### src/rtl/puf_challenge_sequencer.sv
// Serial PUF challenge sequencer: latches each scrambled challenge, runs one RO
// measurement window per challenge and assembles a RESP_BITS-wide response word.
module puf_challenge_sequencer #(
    parameter int RESP_BITS = 16,
    parameter int WINDOW    = 1024,
    parameter int SETTLE    = 2,
    parameter int CNT_W     = 16
) (
    input  logic                 clock,
    input  logic                 reset,
    input  logic                 start,
    input  logic                 abort,
    input  logic [7:0]           chall_in,
    input  logic [CNT_W-1:0]     cnt_a,
    input  logic [CNT_W-1:0]     cnt_b,
    output logic                 increment,
    output logic [7:0]           challenge_q,
    output logic                 ro_clear,
    output logic                 ro_enable,
    output logic [RESP_BITS-1:0] response,
    output logic                 resp_valid,
    output logic                 busy
);

    localparam int IDX_W = $clog2(RESP_BITS);

    typedef enum logic [2:0] {
        S_IDLE,
        S_LATCH,
        S_CLEAR,
        S_MEASURE,
        S_SETTLE,
        S_COMPARE,
        S_ADVANCE,
        S_DONE
    } state_t;

    state_t                 state;
    state_t                 state_n;
    logic [15:0]            win_cnt;
    logic [3:0]             set_cnt;
    logic [IDX_W-1:0]       idx;
    logic [RESP_BITS-1:0]   shreg;
    logic [RESP_BITS-1:0]   word_n;
    logic                   win_last;
    logic                   set_last;
    logic                   idx_last;
    logic                   bit_now;
    logic                   busy_d;
    logic                   ro_enable_d;
    logic                   ro_clear_d;
    logic                   increment_d;
    logic                   resp_valid_d;

    assign win_last = (win_cnt == 16'(WINDOW - 1));
    assign set_last = (set_cnt == 4'(SETTLE - 1));
    assign idx_last = (idx == IDX_W'(RESP_BITS - 1));
    assign bit_now  = (cnt_a > cnt_b);

    // Response word with the current compare result folded in, so DONE can
    // present the final bit without an extra cycle.
    always_comb begin
        word_n      = shreg;
        word_n[idx] = bit_now;
    end

    always_comb begin
        state_n = state;
        case (state)
            S_IDLE:    if (start) state_n = S_LATCH;
            S_LATCH:   state_n = S_CLEAR;
            S_CLEAR:   state_n = S_MEASURE;
            S_MEASURE: if (win_last) state_n = S_SETTLE;
            S_SETTLE:  if (set_last) state_n = S_COMPARE;
            S_COMPARE: state_n = idx_last ? S_DONE : S_ADVANCE;
            S_ADVANCE: state_n = S_LATCH;
            S_DONE:    state_n = S_IDLE;
            default:   state_n = S_IDLE;
        endcase
        // Abort wins everywhere, including over start while idle.
        if (abort) state_n = S_IDLE;

        busy_d       = (state_n != S_IDLE);
        ro_enable_d  = (state_n == S_MEASURE);
        ro_clear_d   = (state_n == S_CLEAR);
        increment_d  = (state_n == S_ADVANCE);
        resp_valid_d = (state_n == S_DONE);
    end

    // Outputs are registered from the next state so they line up with the state.
    always_ff @(posedge clock or negedge reset) begin
        if (!reset) begin
            state      <= S_IDLE;
            busy       <= 1'b0;
            ro_enable  <= 1'b0;
            ro_clear   <= 1'b0;
            increment  <= 1'b0;
            resp_valid <= 1'b0;
        end else begin
            state      <= state_n;
            busy       <= busy_d;
            ro_enable  <= ro_enable_d;
            ro_clear   <= ro_clear_d;
            increment  <= increment_d;
            resp_valid <= resp_valid_d;
        end
    end

    always_ff @(posedge clock or negedge reset) begin
        if (!reset) begin
            win_cnt     <= '0;
            set_cnt     <= '0;
            idx         <= '0;
            shreg       <= '0;
            challenge_q <= '0;
            response    <= '0;
        end else begin
            if (state == S_IDLE && state_n == S_LATCH) begin
                idx   <= '0;
                shreg <= '0;
            end
            if (state == S_LATCH)
                challenge_q <= chall_in;
            if (state == S_MEASURE)
                win_cnt <= win_cnt + 16'd1;
            else
                win_cnt <= '0;
            if (state == S_SETTLE)
                set_cnt <= set_cnt + 4'd1;
            else
                set_cnt <= '0;
            if (state == S_COMPARE)
                shreg <= word_n;
            if (state == S_ADVANCE && !abort)
                idx <= idx + 1'b1;
            if (state_n == S_DONE)
                response <= word_n;
        end
    end

endmodule
### config.mk
export PLATFORM = sky130hd
export DESIGN_NAME = puf_challenge_sequencer
export DESIGN_NICKNAME = d
export VERILOG_FILES = /design/src/rtl/puf_challenge_sequencer.sv
export SDC_FILE = /design/constraint.sdc
export NUM_CORES = 1
export LEC_CHECK = 0
export BUFFER_PORTS_ARGS = -buffer_cell sky130_fd_sc_hd__buf_2
export CAP_MARGIN = 20
export CORE_ASPECT_RATIO = 1.2
export CORE_MARGIN = 5
export CORE_UTILIZATION = 43
export DETAILED_ROUTE_END_ITERATION = 10
export GPL_TIMING_DRIVEN = 0
export SKIP_LAST_GASP = 1
export SLEW_MARGIN = 20
export SYNTH_ARGS = -nofsm -noshare
export SYNTH_HDL_FRONTEND = slang
export SYNTH_SLANG_ARGS = --single-unit
### constraint.sdc
create_clock -name clock -period 1.95 [get_ports clock]
set_input_delay 0 -clock clock [delete_from_list [all_inputs] [get_ports clock]]
set_output_delay 0 -clock clock [all_outputs]
set_load 0.005 [all_outputs]
# ---- Word level (Yosys, flattened, before mapping)
# Index checks and enable logic that the tools add are counted.
dict set report word_totals {
  inputBits 44
  word_cells 56
  regBits 72
}
dict set report classes {
  mux 15
  addsub 3
  n_eq_ne 15
  reduce_logical 8
  n_lt_le_gt_ge 3
}
# op n
set op_table {}
lappend op_table {{2-to-1 mux 16 bit} 3}
lappend op_table {{one-hot mux 3 bit (8 select lines)} 1}
lappend op_table {{== test 3 bit (second input constant)} 6}
lappend op_table {{adder 16 x 1 -> 16 bit (second input constant)} 1}
lappend op_table {{bitwise mux 16 bit} 1}
lappend op_table {{== test 16 x 10 -> 1 bit (second input constant)} 1}
lappend op_table {{greater-than comparator 16 bit} 1}
lappend op_table {{== test 3 x 2 -> 1 bit (second input constant)} 4}
lappend op_table {{2-to-1 mux 3 bit} 4}
lappend op_table {{2-to-1 mux 4 bit} 3}
lappend op_table {{adder 4 x 1 -> 4 bit (second input constant)} 2}
lappend op_table {{== test 3 x 1 -> 1 bit (second input constant)} 2}
lappend op_table {{< comparator 4 x 5 -> 1 bit (second input constant)} 1}
lappend op_table {{demux 1 bit (select 4 bit)} 1}
lappend op_table {{== test 4 x 1 -> 1 bit (second input constant)} 1}
lappend op_table {{== test 4 bit (second input constant)} 1}
lappend op_table {{>= comparator 4 x 1 -> 1 bit (second input constant)} 1}
lappend op_table {{nonzero test 2 bit} 2}
lappend op_table {{logical AND 1 bit} 3}
lappend op_table {{logical NOT 3 bit} 1}
lappend op_table {{nonzero test 3 bit} 1}
lappend op_table {{2-to-1 mux 1 bit} 2}
lappend op_table {{logical NOT 1 bit} 1}

# ---- Depth between registers and ports, before layout
# Gate-level depths: netlist of run 1.
dict set report depth {
  word_depth 8
  mapped_depth 8
  ltp_nobuf 7
}

# ---- Worst setup path after synthesis of run 1
# No wires, ideal clock.
dict set report synth_timing {
  kind {register to register}
  startpoint {register idx[0]}
  endpoint {register response[13]}
  setup_time_ns 0.129
  t_required_ns 1.821
  path_stages_with_launch 8
  t_arrival_ns 1.506
  path_buffers 2
  path_slack_ns 0.314
  path_cell_list {dfrtp_1 > ha_1 > clkbuf_2 > and3_1 > nand3_2 > buf_1 > a21oi_1 > o41ai_2}
}
dict set report synth_via {
  elab_chain_len 5
}
# item line
set synth_rtl {}
lappend synth_rtl {{from (decl)} 42} ;# logic [IDX_W-1:0] idx;
lappend synth_rtl {{from (signal assigned)} 135} ;# idx <= idx + 1'b1;
lappend synth_rtl {{< comparator 4 x 5 -> 1 bit (implied by the code) (tied with other cells)} 64} ;# word_n[idx] = bit_now;
lappend synth_rtl {{logical AND 1 bit (implied by the code) / 2-to-1 mux 1 bit (equally long branches)} {64, 75}}
lappend synth_rtl {{2-to-1 mux 1 bit (implied by the code) / one-hot mux 3 bit (8 select lines) (equally long branches)} {64, 69}}
lappend synth_rtl {{demux 1 bit (select 4 bit) / 2-to-1 mux 3 bit (equally long branches)} {64, 81}}
lappend synth_rtl {{bitwise mux 16 bit / == test 3 bit (equally long branches)} {64, 136}}
lappend synth_rtl {{to (signal assigned)} 137} ;# response <= word_n;
lappend synth_rtl {{to (decl)} 20} ;# output logic [RESP_BITS-1:0] response,
# Several ways; a longest one is shown, not always the timed one.
# A chain may end at the register's enable or synchronous reset.

# ---- Worst setup path after layout of run 1
dict set report layout_timing {
  startpoint {register idx[0]}
  endpoint {register response[14]}
}
# Same word-level chain as after synthesis.

==> reports/summary.log, run 1 <==
[run_status] run status complete, no violations
[critical_path] slowest library cell on the worst path sky130_fd_sc_hd__dfrtp_2
[job] number of maximum-capacitance constraint violations 0
[global_routing] met1 Resource Use GR 19.2%
[final_layout] fraction of layout instances using a drive strength above 1 28.3%
[floorplan] chip height 114 um
[timing] final-report setup violation count 0
[timing] worst-case clock skew 0.00842 ns
[timing] final slew viol count 0
[routing] remaining design rule violation count 0
[cts] latest clock arrival within the worst-skew pair 0.34 ns
[floorplan] Cell Rows 38
[final_layout] Post-layout nets 555
[timing] number of hold-slack violations in the final timing report 0
[placement] placed wire-length estimate 6200 um
[cts] clock tree root driver cell sky130_fd_sc_hd__clkbuf_8
[timing] Final Cycle Share 91.8%
[routing] final antenna-violating net count 0
[placement] gp weighted congestion 0.803
[cts] number of buffers added by the clock tree synthesis step 9
[floorplan] top-level I/O count 73
[routing] first drt pass iteration count 4
[pwr] power density of the placed cells 651 nW/um^2
[floorplan] Die Span X 96.7 um
[timing] highest achievable clock rate 558 MHz
[global_routing] GR Overflow Total 0
[routing] WL final 8410 um
[critical_path] Crit path arrival time 2.01 ns
[yosys] flops & latches, synth 71
[cts] clock slew at the register clock pins of the worst setup and hold paths 0.07 ns
[global_routing] number of global-route vias before repair 3,154
[cts] CTS tree yes
[cts] level count of the clock H-tree 3
[yosys] post-synth design cell area 3880 sq um
[routing] post-DR vias/cell 5.10
[critical_path] Worst Setup End Kind flip-flop
[routing] vias after detailed routing 3,117
[global_routing] met3 usage in global routing 3.78%
[critical_path] worst setup path category flip-flop to flip-flop
[critical_path] category of cells accounting for the largest share of critical-path delay buffers and inverters
[pwr] total power draw 3.06 mW
[floorplan] core area 8940 sq um
[worst_hold_path] HP Class primary input to flip-flop
[timing] time the final worst path needs with I/O delays and setup 1.79 ns
[final_layout] Fillers 850
[cts] maximum count of clock buffers along a single path 2
[global_routing] global routing usage on met2 28.3%
[final_layout] Post-Route Utilization 52.7%
[pwr] peak supply drop 0.464 mV
[global_routing] routing layer with the top usage in global route met2
[yosys] post-synthesis instance total 395
[yosys] Yosys warnings 0
[yosys] register area share after synthesis 45.8%
[critical_path] data required time at the worst endpoint 2.17 ns
[yosys] fraction of synthesis flops using an asynchronous set or reset pin 100%
[yosys] number of enable-type register cells in the synthesized netlist 0
[global_routing] number of antenna violations at the first check in global routing 0
[critical_path] crit path max fanout 10
[cts] buffers inserted by post-CTS timing repair 0
[global_routing] all-layer global routing usage 16.1%
[routing] per-cell routed wire length 13.8 um
[yosys] Cell variety after synth 45
[placement] number of buffer cells added on primary ports 71
[yosys] syn_nets 462
[critical_path] list of cells traversed by the critical path ha_1 -> clkbuf_2 -> and3_1 -> nand3_4 -> clkbuf_4 -> a21oi_1 -> o41ai_2
[critical_path] type of element launching the critical path flip-flop
[global_routing] pin count of the biggest net entering global routing 40
[yosys] Syn Area/Cell 9.83 sq um
[floorplan] initial core utilization 43.4%
[timing] Hold Slack 0.0844 ns
[global_routing] wire length of the first global-routing pass 14,600 um
[routing] first-iteration detailed-routing DRC count 87
[critical_path] CP max stage delay 0.41 ns
[pwr] static leakage 2.32 nW
[timing] Tightest Pin Transition 0.494 ns
[cts] clk sink count 71
[yosys] main flop type after synthesis sky130_fd_sc_hd__dfrtp_1
[final_layout] area overhead of the layout relative to synthesis 21.3%
[floorplan] full die area 11,000 sq um
[final_layout] number of diodes 0
[critical_path] CP Buf/Inv Count 2
[timing] RSZ-0062 raised after global routing true
[timing] worst slew slack as a fraction of its limit 67.0%
[where the power goes]
group          switching (mW)  internal (mW)
logic                   0.204          0.195
clock network           0.509          0.588
registers              0.0325           1.54
total                   0.746           2.32
[synthesized netlist by cell type, types with 2 or more instances]
cell type | count | area [sq um]
sky130_fd_sc_hd__nand4_1 | 4 | 25.0
sky130_fd_sc_hd__o21a_1 | 2 | 15.0
sky130_fd_sc_hd__nor2_1 | 28 | 105
sky130_fd_sc_hd__mux2_2 | 8 | 90.1
sky130_fd_sc_hd__ha_1 | 23 | 288
sky130_fd_sc_hd__buf_2 | 7 | 35.0
sky130_fd_sc_hd__inv_1 | 25 | 93.8
sky130_fd_sc_hd__a21o_1 | 3 | 22.5
sky130_fd_sc_hd__clkbuf_1 | 7 | 26.3
sky130_fd_sc_hd__nor4_2 | 2 | 25.0
sky130_fd_sc_hd__nand2_1 | 55 | 206
sky130_fd_sc_hd__dfrtp_1 | 71 | 1780
sky130_fd_sc_hd__o21ai_0 | 23 | 115
sky130_fd_sc_hd__buf_6 | 3 | 33.8
sky130_fd_sc_hd__nor3_1 | 7 | 35.0
sky130_fd_sc_hd__xor2_1 | 9 | 78.8
sky130_fd_sc_hd__xnor2_1 | 7 | 61.3
sky130_fd_sc_hd__nand3_1 | 15 | 75.1
sky130_fd_sc_hd__or3_1 | 3 | 18.8
sky130_fd_sc_hd__and4_1 | 2 | 17.5
sky130_fd_sc_hd__nor4_1 | 3 | 18.8
sky130_fd_sc_hd__o21ai_1 | 12 | 60.1
sky130_fd_sc_hd__a21oi_1 | 26 | 130
sky130_fd_sc_hd__nor2b_1 | 3 | 18.8
sky130_fd_sc_hd__o31ai_1 | 2 | 15.0
sky130_fd_sc_hd__o41ai_2 | 17 | 277
sky130_fd_sc_hd__buf_4 | 2 | 15.0
sky130_fd_sc_hd__and3_1 | 9 | 56.3
[flip-flops by register name, summed over array words and instances (netlist names)]
signal / flops
ro_enable: 1
response: 16
win_cnt: 16
challenge_q: 8
ro_clear: 1
resp_valid: 1
shreg: 15
set_cnt: 4
idx: 4
busy: 1
increment: 1
state: 3
[routing by layer]
layer / part of all wire (%) / up-vias
li1: - / 1572
met1: 44 / 1492
met2: 52 / 39
met3: 2.8 / 14
met4: 1.8 / 0
met5: 0 / -
[worst min-delay path, stage by stage]
cell                     delay, ns
sky130_fd_sc_hd__buf_2        0.08
sky130_fd_sc_hd__and3_1       0.24
sky130_fd_sc_hd__nor2_1       0.07
[final timing paths]
check | from | end | slack [ns] | cells after the start
setup / recovery | idx[0]$_DFFE_PN0P_ | response[14]$_DFFE_PN0P_ | 0.16 | 7
min in group asynchronous | reset | response[0]$_DFFE_PN0P_ | 0.13 | 2
max in group asynchronous | reset | response[13]$_DFFE_PN0P_ | 1.26 | 3
hold / removal | start | idx[2]$_DFFE_PN0P_ | 0.08 | 3
setup reg to reg | idx[0]$_DFFE_PN0P_ | response[14]$_DFFE_PN0P_ | 0.16 | 7
hold reg to reg | response[7]$_DFFE_PN0P_ | response[7]$_DFFE_PN0P_ | 0.47 | 2
[kinds of logic after synthesis]
group	count (synthesis)	synth area share, %
xor+xnor	16	3.61
compound gates	90	17.6
mux	8	2.32
fa+ha+maj	23	7.41
flops	71	45.8
simple gates	140	17.7
buf+inv	47	5.57
[per-stage QoR]
stage / cell area (sq um) / TNS, ns / instances / setup slack [ns]
final: 4710 / 0 / 611 / 0.159
after global routing: 4710 / -0.0212 / 611 / -0.0212
after CTS: 4690 / 0 / 611 / 0.0391
after detailed placement: 4410 / -0.0963 / 587 / -0.0524
after global placement: 4390 / -0.0708 / 586 / -0.0358
after floorplan: 3880 / 0 / 395 / 0.314
[cell type report]
cell class	count	area, sq um	area share [%]
flip-flops and latches	71	1780	37.7
inverters	26	97.6	2.07
well taps	120	150	3.19
repair buffers	82	478	10.1
clock buffers	14	183	3.88
multi-input cells	277	1900	40.3
plain buffers	21	125	2.66
[timing repair]
item                                   in CTS  in global routing
resized for setup                           1                  9
cloned                                      0                  0
hold buffers                               10                  0
setup endpoints to repair                   5                 24
endpoints found under the hold margin      85                  0
[cell usage in the layout (no fill, tap or decap), types with 4 or more instances in the layout]
cell and instances:
sky130_fd_sc_hd__a21oi_1 26, sky130_fd_sc_hd__and3_1 9, sky130_fd_sc_hd__buf_2 77, sky130_fd_sc_hd__clkbuf_1 6, sky130_fd_sc_hd__clkbuf_8 13, sky130_fd_sc_hd__dfrtp_1 70
sky130_fd_sc_hd__dlygate4sd3_1 10, sky130_fd_sc_hd__ha_1 23, sky130_fd_sc_hd__inv_1 25, sky130_fd_sc_hd__mux2_2 8, sky130_fd_sc_hd__nand2_1 55, sky130_fd_sc_hd__nand3_1 15
sky130_fd_sc_hd__nand4_1 4, sky130_fd_sc_hd__nor2_1 27, sky130_fd_sc_hd__nor3_1 7, sky130_fd_sc_hd__o21ai_0 22, sky130_fd_sc_hd__o21ai_1 13, sky130_fd_sc_hd__o41ai_2 17
sky130_fd_sc_hd__xnor2_1 7, sky130_fd_sc_hd__xor2_1 9
Power figures use the tool's default switching activity.
==> run 2, diff against run 1 <==
- ABC_AREA: unset -> 0
- BUFFER_PORTS_ARGS: -buffer_cell sky130_fd_sc_hd__buf_2 -> -buffer_cell sky130_fd_sc_hd__clkbuf_2
==> run 2 against run 1 <==
Against the previous run: flip-flop and latch count is the same; clock power up 12%; die area stayed put; register-to-register slack lost 0.02 ns; critical path depth is the same; maximum frequency is 0.91% lower; total power grew 4.3%; non-clock buffer count did not move; critical path type unchanged; highest routed layer unchanged.
==> reports/summary.log, run 2 (synthesis gave the netlist of run 1 again) <==
[job] number of maximum-capacitance constraint violations 0
[cts] clock slew at the register clock pins of the worst setup and hold paths 0.07 ns
[critical_path] type of element launching the critical path flip-flop
[final_layout] Fillers 868
[cts] level count of the clock H-tree 3
[global_routing] all-layer global routing usage 15.8%
[final_layout] fraction of layout instances using a drive strength above 1 28.6%
[timing] final-report setup violation count 0
[critical_path] worst reg2reg startpoint idx[0]$_DFFE_PN0P_
[global_routing] wire length of the first global-routing pass 14,400 um
[final_layout] area overhead of the layout relative to synthesis 22.0%
[routing] remaining design rule violation count 0
[pwr] peak supply drop 0.401 mV
[cts] buffers inserted by post-CTS timing repair 0
[floorplan] Die Span X 96.7 um
[floorplan] core area 8940 sq um
[global_routing] pin count of the biggest net entering global routing 40
[critical_path] capture point of the worst path response[13]$_DFFE_PN0P_
[global_routing] number of antenna violations at the first check in global routing 0
[critical_path] source of the critical timing path idx[0]$_DFFE_PN0P_
[critical_path] worst setup path category flip-flop to flip-flop
[worst_hold_path] HP Class primary input to flip-flop
[critical_path] crit path max fanout 10
[routing] final antenna-violating net count 0
[critical_path] number of cells on the worst reg-to-reg path 7
[run_status] run status complete, no violations
[timing] Final Cycle Share 92.7%
[timing] time the final worst path needs with I/O delays and setup 1.81 ns
[critical_path] setup slack of the most critical reg-to-reg path 0.14 ns
[final_layout] number of diodes 0
[routing] first drt pass iteration count 4
[critical_path] Worst Setup End Kind flip-flop
[timing] RSZ-0062 raised after global routing true
[routing] first-iteration detailed-routing DRC count 69
[critical_path] data required time at the worst endpoint 2.17 ns
[timing] number of hold-slack violations in the final timing report 0
[critical_path] RR Endpoint response[13]$_DFFE_PN0P_
[critical_path] Crit path arrival time 2.03 ns
[routing] vias after detailed routing 3,123
[cts] CTS tree yes
[pwr] Comb power frac 12.4%
[critical_path] slowest library cell on the worst path sky130_fd_sc_hd__dfrtp_2
[timing] Tightest Pin Transition 0.479 ns
[timing] final slew viol count 0
[floorplan] Cell Rows 38
[placement] placed wire-length estimate 6200 um
[cts] latest clock arrival within the worst-skew pair 0.35 ns
[floorplan] initial core utilization 43.4%
[final_layout] leading cell type in the layout, fill and taps excluded sky130_fd_sc_hd__clkbuf_2
[critical_path] list of cells traversed by the critical path ha_1 -> clkbuf_2 -> and3_1 -> nand3_4 -> buf_4 -> a21oi_1 -> o41ai_2
[cts] number of buffers added by the clock tree synthesis step 9
[pwr] net switching power of the design 773 uW
[timing] Setup Total Neg Slack 0 ns
[global_routing] number of global-route vias before repair 3,212
[floorplan] full die area 11,000 sq um
[final_layout] area taken by multi-input logic gates 1900 sq um
[floorplan] chip height 114 um
[cts] maximum count of clock buffers along a single path 2
[final_layout] Post-layout nets 555
[pwr] Switching Fraction 24.2%
[global_routing] GR Overflow Total 0
[pwr] sequential group share of total power 49.1%
[routing] per-cell routed wire length 13.6 um
[pwr] Clk pwr share 38.5%
[timing] worst-case clock skew 0.00831 ns
[placement] gp weighted congestion 0.807
[routing] post-DR vias/cell 5.09
[final_layout] top library cells by usage in the layout, fill and taps aside 73 x sky130_fd_sc_hd__clkbuf_2, 70 x sky130_fd_sc_hd__dfrtp_1, 55 x sky130_fd_sc_hd__nand2_1, 27 x sky130_fd_sc_hd__nor2_1, 26 x sky130_fd_sc_hd__a21oi_1
[final_layout] biggest regs response (16), win_cnt (16), shreg (15)
[cts] clk sink count 71
[floorplan] top-level I/O count 73
[timing] worst slew slack as a fraction of its limit 67.9%
[timing] highest achievable clock rate 553 MHz
[pwr] static leakage 2.32 nW
[pwr] total power draw 3.20 mW
[routing] WL final 8320 um
[placement] number of buffer cells added on primary ports 71
[critical_path] CP max stage delay 0.42 ns
[pwr] power density of the placed cells 675 nW/um^2
[pwr] Internal 2.42 mW
[final_layout] flip-flop and latch area 1780 sq um
[cts] clock tree root driver cell sky130_fd_sc_hd__clkbuf_8
[run 2: cell count changes in the layout (fill, tap and decap cells not counted)]
cell | before | now
sky130_fd_sc_hd__buf_2 | 77 | 7
sky130_fd_sc_hd__clkbuf_2 | 3 | 73
sky130_fd_sc_hd__clkinv_2 | 0 | 2
sky130_fd_sc_hd__bufinv_16 | 0 | 1
sky130_fd_sc_hd__clkbuf_8 | 13 | 12
sky130_fd_sc_hd__o21ai_0 | 22 | 23
sky130_fd_sc_hd__o21ai_1 | 13 | 12
[run 2: power by group through the flow]
| stage | clock, mW | sequential (mW) | combinational [mW] |
|---|---|---|---|
| after floorplan | 0 | 1.60 | 0.201 |
| after global placement | 0 | 1.60 | 0.378 |
| after detailed placement | 0 | 1.60 | 0.391 |
| after CTS | 1.26 | 1.57 | 0.408 |
| after global routing | 1.31 | 1.58 | 0.449 |
| final | 1.23 | 1.57 | 0.397 |
[run 2: stage by stage]
step           cells  hold slack [ns]  worst slack (ns)  instance area, sq um  util [%]
3_5_place_dp     587           0.0110           -0.0956                  4410      49.3
6_report         613           0.0880             0.143                  4740      53.0
4_1_cts          613           0.0876            0.0173                  4720      52.8
2_1_floorplan    395           -0.296             0.314                  3880         -
5_1_grt          613            0.114           -0.0249                  4740      53.0
3_3_place_gp     586            0.233           -0.0363                  4390      49.1
[run 2: worst max-delay path, delay by kind of cell (launching register included)]
| family | cells | cell delay [ns] |
|---|---|---|
| adder cells (fa/ha/maj) | 1 | 0.16 |
| buffers and inverters | 2 | 0.42 |
| flip-flops | 1 | 0.42 |
| AO/OA/AOI/OAI | 2 | 0.31 |
| AND/OR/NAND/NOR | 2 | 0.39 |
[run 2: worst min-delay path by stage]
stage	startpoint	end	slack (ns)	cells after the start
4_1_cts	start	idx[2]$_DFFE_PN0P_	0.09	3
5_1_grt	start	idx[2]$_DFFE_PN0P_	0.11	3
2_1_floorplan	reset	busy$_DFF_PN0_	-0.30	0
3_3_place_gp	chall_in[5]	challenge_q[5]$_DFFE_PN0P_	0.23	2
3_5_place_dp	reset	response[0]$_DFFE_PN0P_	0.01	1
6_report	start	idx[2]$_DFFE_PN0P_	0.09	3
[run 2: final cells by class]
cell class | instances | share of cell area (%)
multi-input combinational | 277 | 40.1
sequential | 71 | 37.5
timing repair buffer | 82 | 10.1
clock buffer | 13 | 3.57
tap | 120 | 3.17
buffer | 21 | 2.64
inverter | 26 | 2.06
clock inverter | 3 | 0.845
[run 2: repair_timing]
action,CTS,global route
resized for setup,2,7
hold buffers,10,0
hold endpoints to repair,46,0
setup endpoints to repair,8,23
[run 2: per-layer routing]
layer  wire length [um]  track usage, %  vias up  part of all wire [%]
li1                   -               -     1561                     -
met1               3520            18.4     1510                    42
met2               4420            28.7       42                    53
met3                256            3.53       10                   3.1
met4                118            5.43        0                   1.4
met5                  0               0        -                     0
==> run 3, diff against run 2 <==
- CORE_MARGIN: 5 -> 3
- CTS_BUF_LIST: unset -> sky130_fd_sc_hd__clkbuf_8
==> run 3 against run 2 <==
Against the previous run: highest routed layer unchanged; via count fell by 1.4%; critical path type unchanged; die area fell by 7.5%; core utilization rose by 1.2 points.
==> reports/summary.log, run 3 (synthesis gave the netlist of run 1 again) <==
[cts] CTS tree yes
[critical_path] Worst Setup End Kind flip-flop
[final_layout] top library cells by usage in the layout, fill and taps aside 71 x sky130_fd_sc_hd__clkbuf_2, 71 x sky130_fd_sc_hd__dfrtp_1, 55 x sky130_fd_sc_hd__nand2_1, 27 x sky130_fd_sc_hd__inv_1, 27 x sky130_fd_sc_hd__nor2_1
[timing] post-route setup slack 0.128 ns
[pwr] Switching Fraction 25.0%
[routing] first drt pass iteration count 4
[routing] post-DR vias/cell 5.05
[global_routing] met3 usage in global routing 3.46%
[timing] Tightest Pin Transition 0.470 ns
[global_routing] global routing usage on met2 30.2%
[worst_hold_path] HP Class primary input to flip-flop
[placement] number of buffer cells added on primary ports 71
[placement] placed wire-length estimate 6050 um
[routing] final antenna-violating net count 0
[final_layout] Post-layout nets 555
[critical_path] worst setup path category flip-flop to flip-flop
[placement] gp weighted congestion 0.813
[run_status] run status complete, no violations
[floorplan] top-level I/O count 73
[pwr] Clk pwr share 37.0%
[cts] clk sink count 71
[placement] Placed Instance Area 4410 sq um
[floorplan] full die area 10,200 sq um
[cts] level count of the clock H-tree 3
[critical_path] number of cells on the worst reg-to-reg path 6
[timing] time the final worst path needs with I/O delays and setup 1.82 ns
[global_routing] number of global-route vias before repair 3,018
[critical_path] source of the critical timing path idx[0]$_DFFE_PN0P_
[worst_hold_path] Hold Path Origin start
[critical_path] crit path max fanout 10
[cts] clock slew at the register clock pins of the worst setup and hold paths 0.08 ns
[cts] buffers inserted by post-CTS timing repair 0
[global_routing] number of antenna violations at the first check in global routing 0
[timing] Final Cycle Share 93.4%
[global_routing] met1 Resource Use GR 20.9%
[global_routing] GR Overflow Total 0
[routing] first-iteration detailed-routing DRC count 95
[timing] worst-case clock skew 0.0102 ns
[timing] Hold Slack 0.0839 ns
[critical_path] worst reg2reg startpoint idx[0]$_DFFE_PN0P_
[floorplan] chip height 110 um
[cts] number of buffers added by the clock tree synthesis step 9
[timing] highest achievable clock rate 549 MHz
[pwr] net switching power of the design 781 uW
[final_layout] fraction of layout instances using a drive strength above 1 27.8%
[routing] vias after detailed routing 3,079
[final_layout] Post-Route Utilization 54.2%
[timing] final slew viol count 0
[final_layout] number of diodes 0
[floorplan] core area 8700 sq um
[critical_path] setup slack of the most critical reg-to-reg path 0.13 ns
[pwr] Comb power frac 12.8%
[floorplan] initial core utilization 44.6%
[critical_path] type of element launching the critical path flip-flop
[critical_path] RR Endpoint response[11]$_DFFE_PN0P_
[pwr] sequential group share of total power 50.2%
[global_routing] pin count of the biggest net entering global routing 50
[routing] per-cell routed wire length 13.6 um
[timing] RSZ-0062 raised after global routing true
[cts] maximum count of clock buffers along a single path 2
[placement] post-place setup slack -0.0627 ns
[job] number of maximum-capacitance constraint violations 0
[timing] number of hold-slack violations in the final timing report 0
[global_routing] routing layer with the top usage in global route met2
[cts] latest clock arrival within the worst-skew pair 0.35 ns
[pwr] Internal 2.34 mW
[pwr] static leakage 2.32 nW
[global_routing] all-layer global routing usage 17.2%
[final_layout] finished layout cell area 4720 sq um
[pwr] power density of the placed cells 662 nW/um^2
[worst_hold_path] number of instances on the worst hold path 3
[pwr] total power draw 3.12 mW
[floorplan] Die Span X 92.7 um
[global_routing] wire length of the first global-routing pass 13,900 um
[timing] final-report setup violation count 0
[critical_path] data required time at the worst endpoint 2.17 ns
[final_layout] area overhead of the layout relative to synthesis 21.5%
[floorplan] Cell Rows 37
[timing] worst slew slack as a fraction of its limit 68.5%
[routing] remaining design rule violation count 0
[critical_path] Crit path arrival time 2.04 ns
[routing] WL final 8280 um
[final_layout] biggest regs response (16), win_cnt (16), shreg (15)
[cts] clock tree root driver cell sky130_fd_sc_hd__clkbuf_8
[worst_hold_path] Hold Crit Endpoint idx[2]$_DFFE_PN0P_
[pwr] peak supply drop 0.431 mV
-- run 3: changes by cell type in the layout (fill, tap and decap cells not counted) --
cell,before,now
sky130_fd_sc_hd__dfrtp_2,1,0
sky130_fd_sc_hd__buf_12,1,0
sky130_fd_sc_hd__inv_1,25,27
sky130_fd_sc_hd__clkinv_2,2,3
sky130_fd_sc_hd__clkbuf_1,6,7
sky130_fd_sc_hd__dfrtp_1,70,71
sky130_fd_sc_hd__clkbuf_8,12,10
sky130_fd_sc_hd__clkbuf_2,73,71
sky130_fd_sc_hd__buf_16,0,1
-- run 3: worst max-delay path, cell delays in order, from the launching register on --
cell                       delay (ns)
sky130_fd_sc_hd__dfrtp_1         0.44
sky130_fd_sc_hd__ha_1            0.22
sky130_fd_sc_hd__clkbuf_2        0.17
sky130_fd_sc_hd__and3_1          0.21
sky130_fd_sc_hd__nand3_4         0.13
sky130_fd_sc_hd__clkbuf_1        0.35
sky130_fd_sc_hd__o21ai_0         0.16
-- run 3: layer usage --
layer / vias to the layer above / routed length [um]
met2: 41 / 4200
met5: - / 0
li1: 1561 / -
met4: 0 / 146
met3: 14 / 225
met1: 1463 / 3710
-- run 3: layout make-up --
cell class	instances	area (sq um)
flip-flops and latches	71	1780
plain buffers	21	123
fillers	856	3990
clock inverters	6	52.6
repair buffers	82	485
clock buffers	10	138
multi-input cells	277	1900
inverters	26	97.6
well taps	117	146
-- run 3: worst max path at each step --
stage	end	cells past startpoint
after global placement	response[13]$_DFFE_PN0P_	7
after global routing	response[14]$_DFFE_PN0P_	7
after detailed placement	response[13]$_DFFE_PN0P_	7
after floorplan	response[13]$_DFFE_PN0P_	7
final	response[11]$_DFFE_PN0P_	6
after CTS	response[13]$_DFFE_PN0P_	7
-- run 3: power by group through the flow --
stage	Sequential (mW)	Clock (mW)	Combinational [mW]
detailed placement	1.60	0	0.393
finish	1.57	1.16	0.401
floorplan	1.60	0	0.201
global route	1.58	1.25	0.450
CTS	1.57	1.19	0.410
global placement	1.60	0	0.377
-- run 3: repair_timing --
item / 4_1_cts / 5_1_grt
hold endpoints to repair: 85 / 0
pin swaps: 0 / 0
setup endpoints to repair: 3 / 18
gates resized for setup: 1 / 4
hold buffers: 10 / 0
-- run 3: through the flow --
stage,cells,TNS [ns]
6_report,610,0
3_5_place_dp,584,-0.115
5_1_grt,610,-0.0306
2_1_floorplan,395,0
4_1_cts,610,0
3_3_place_gp,583,-0.0714
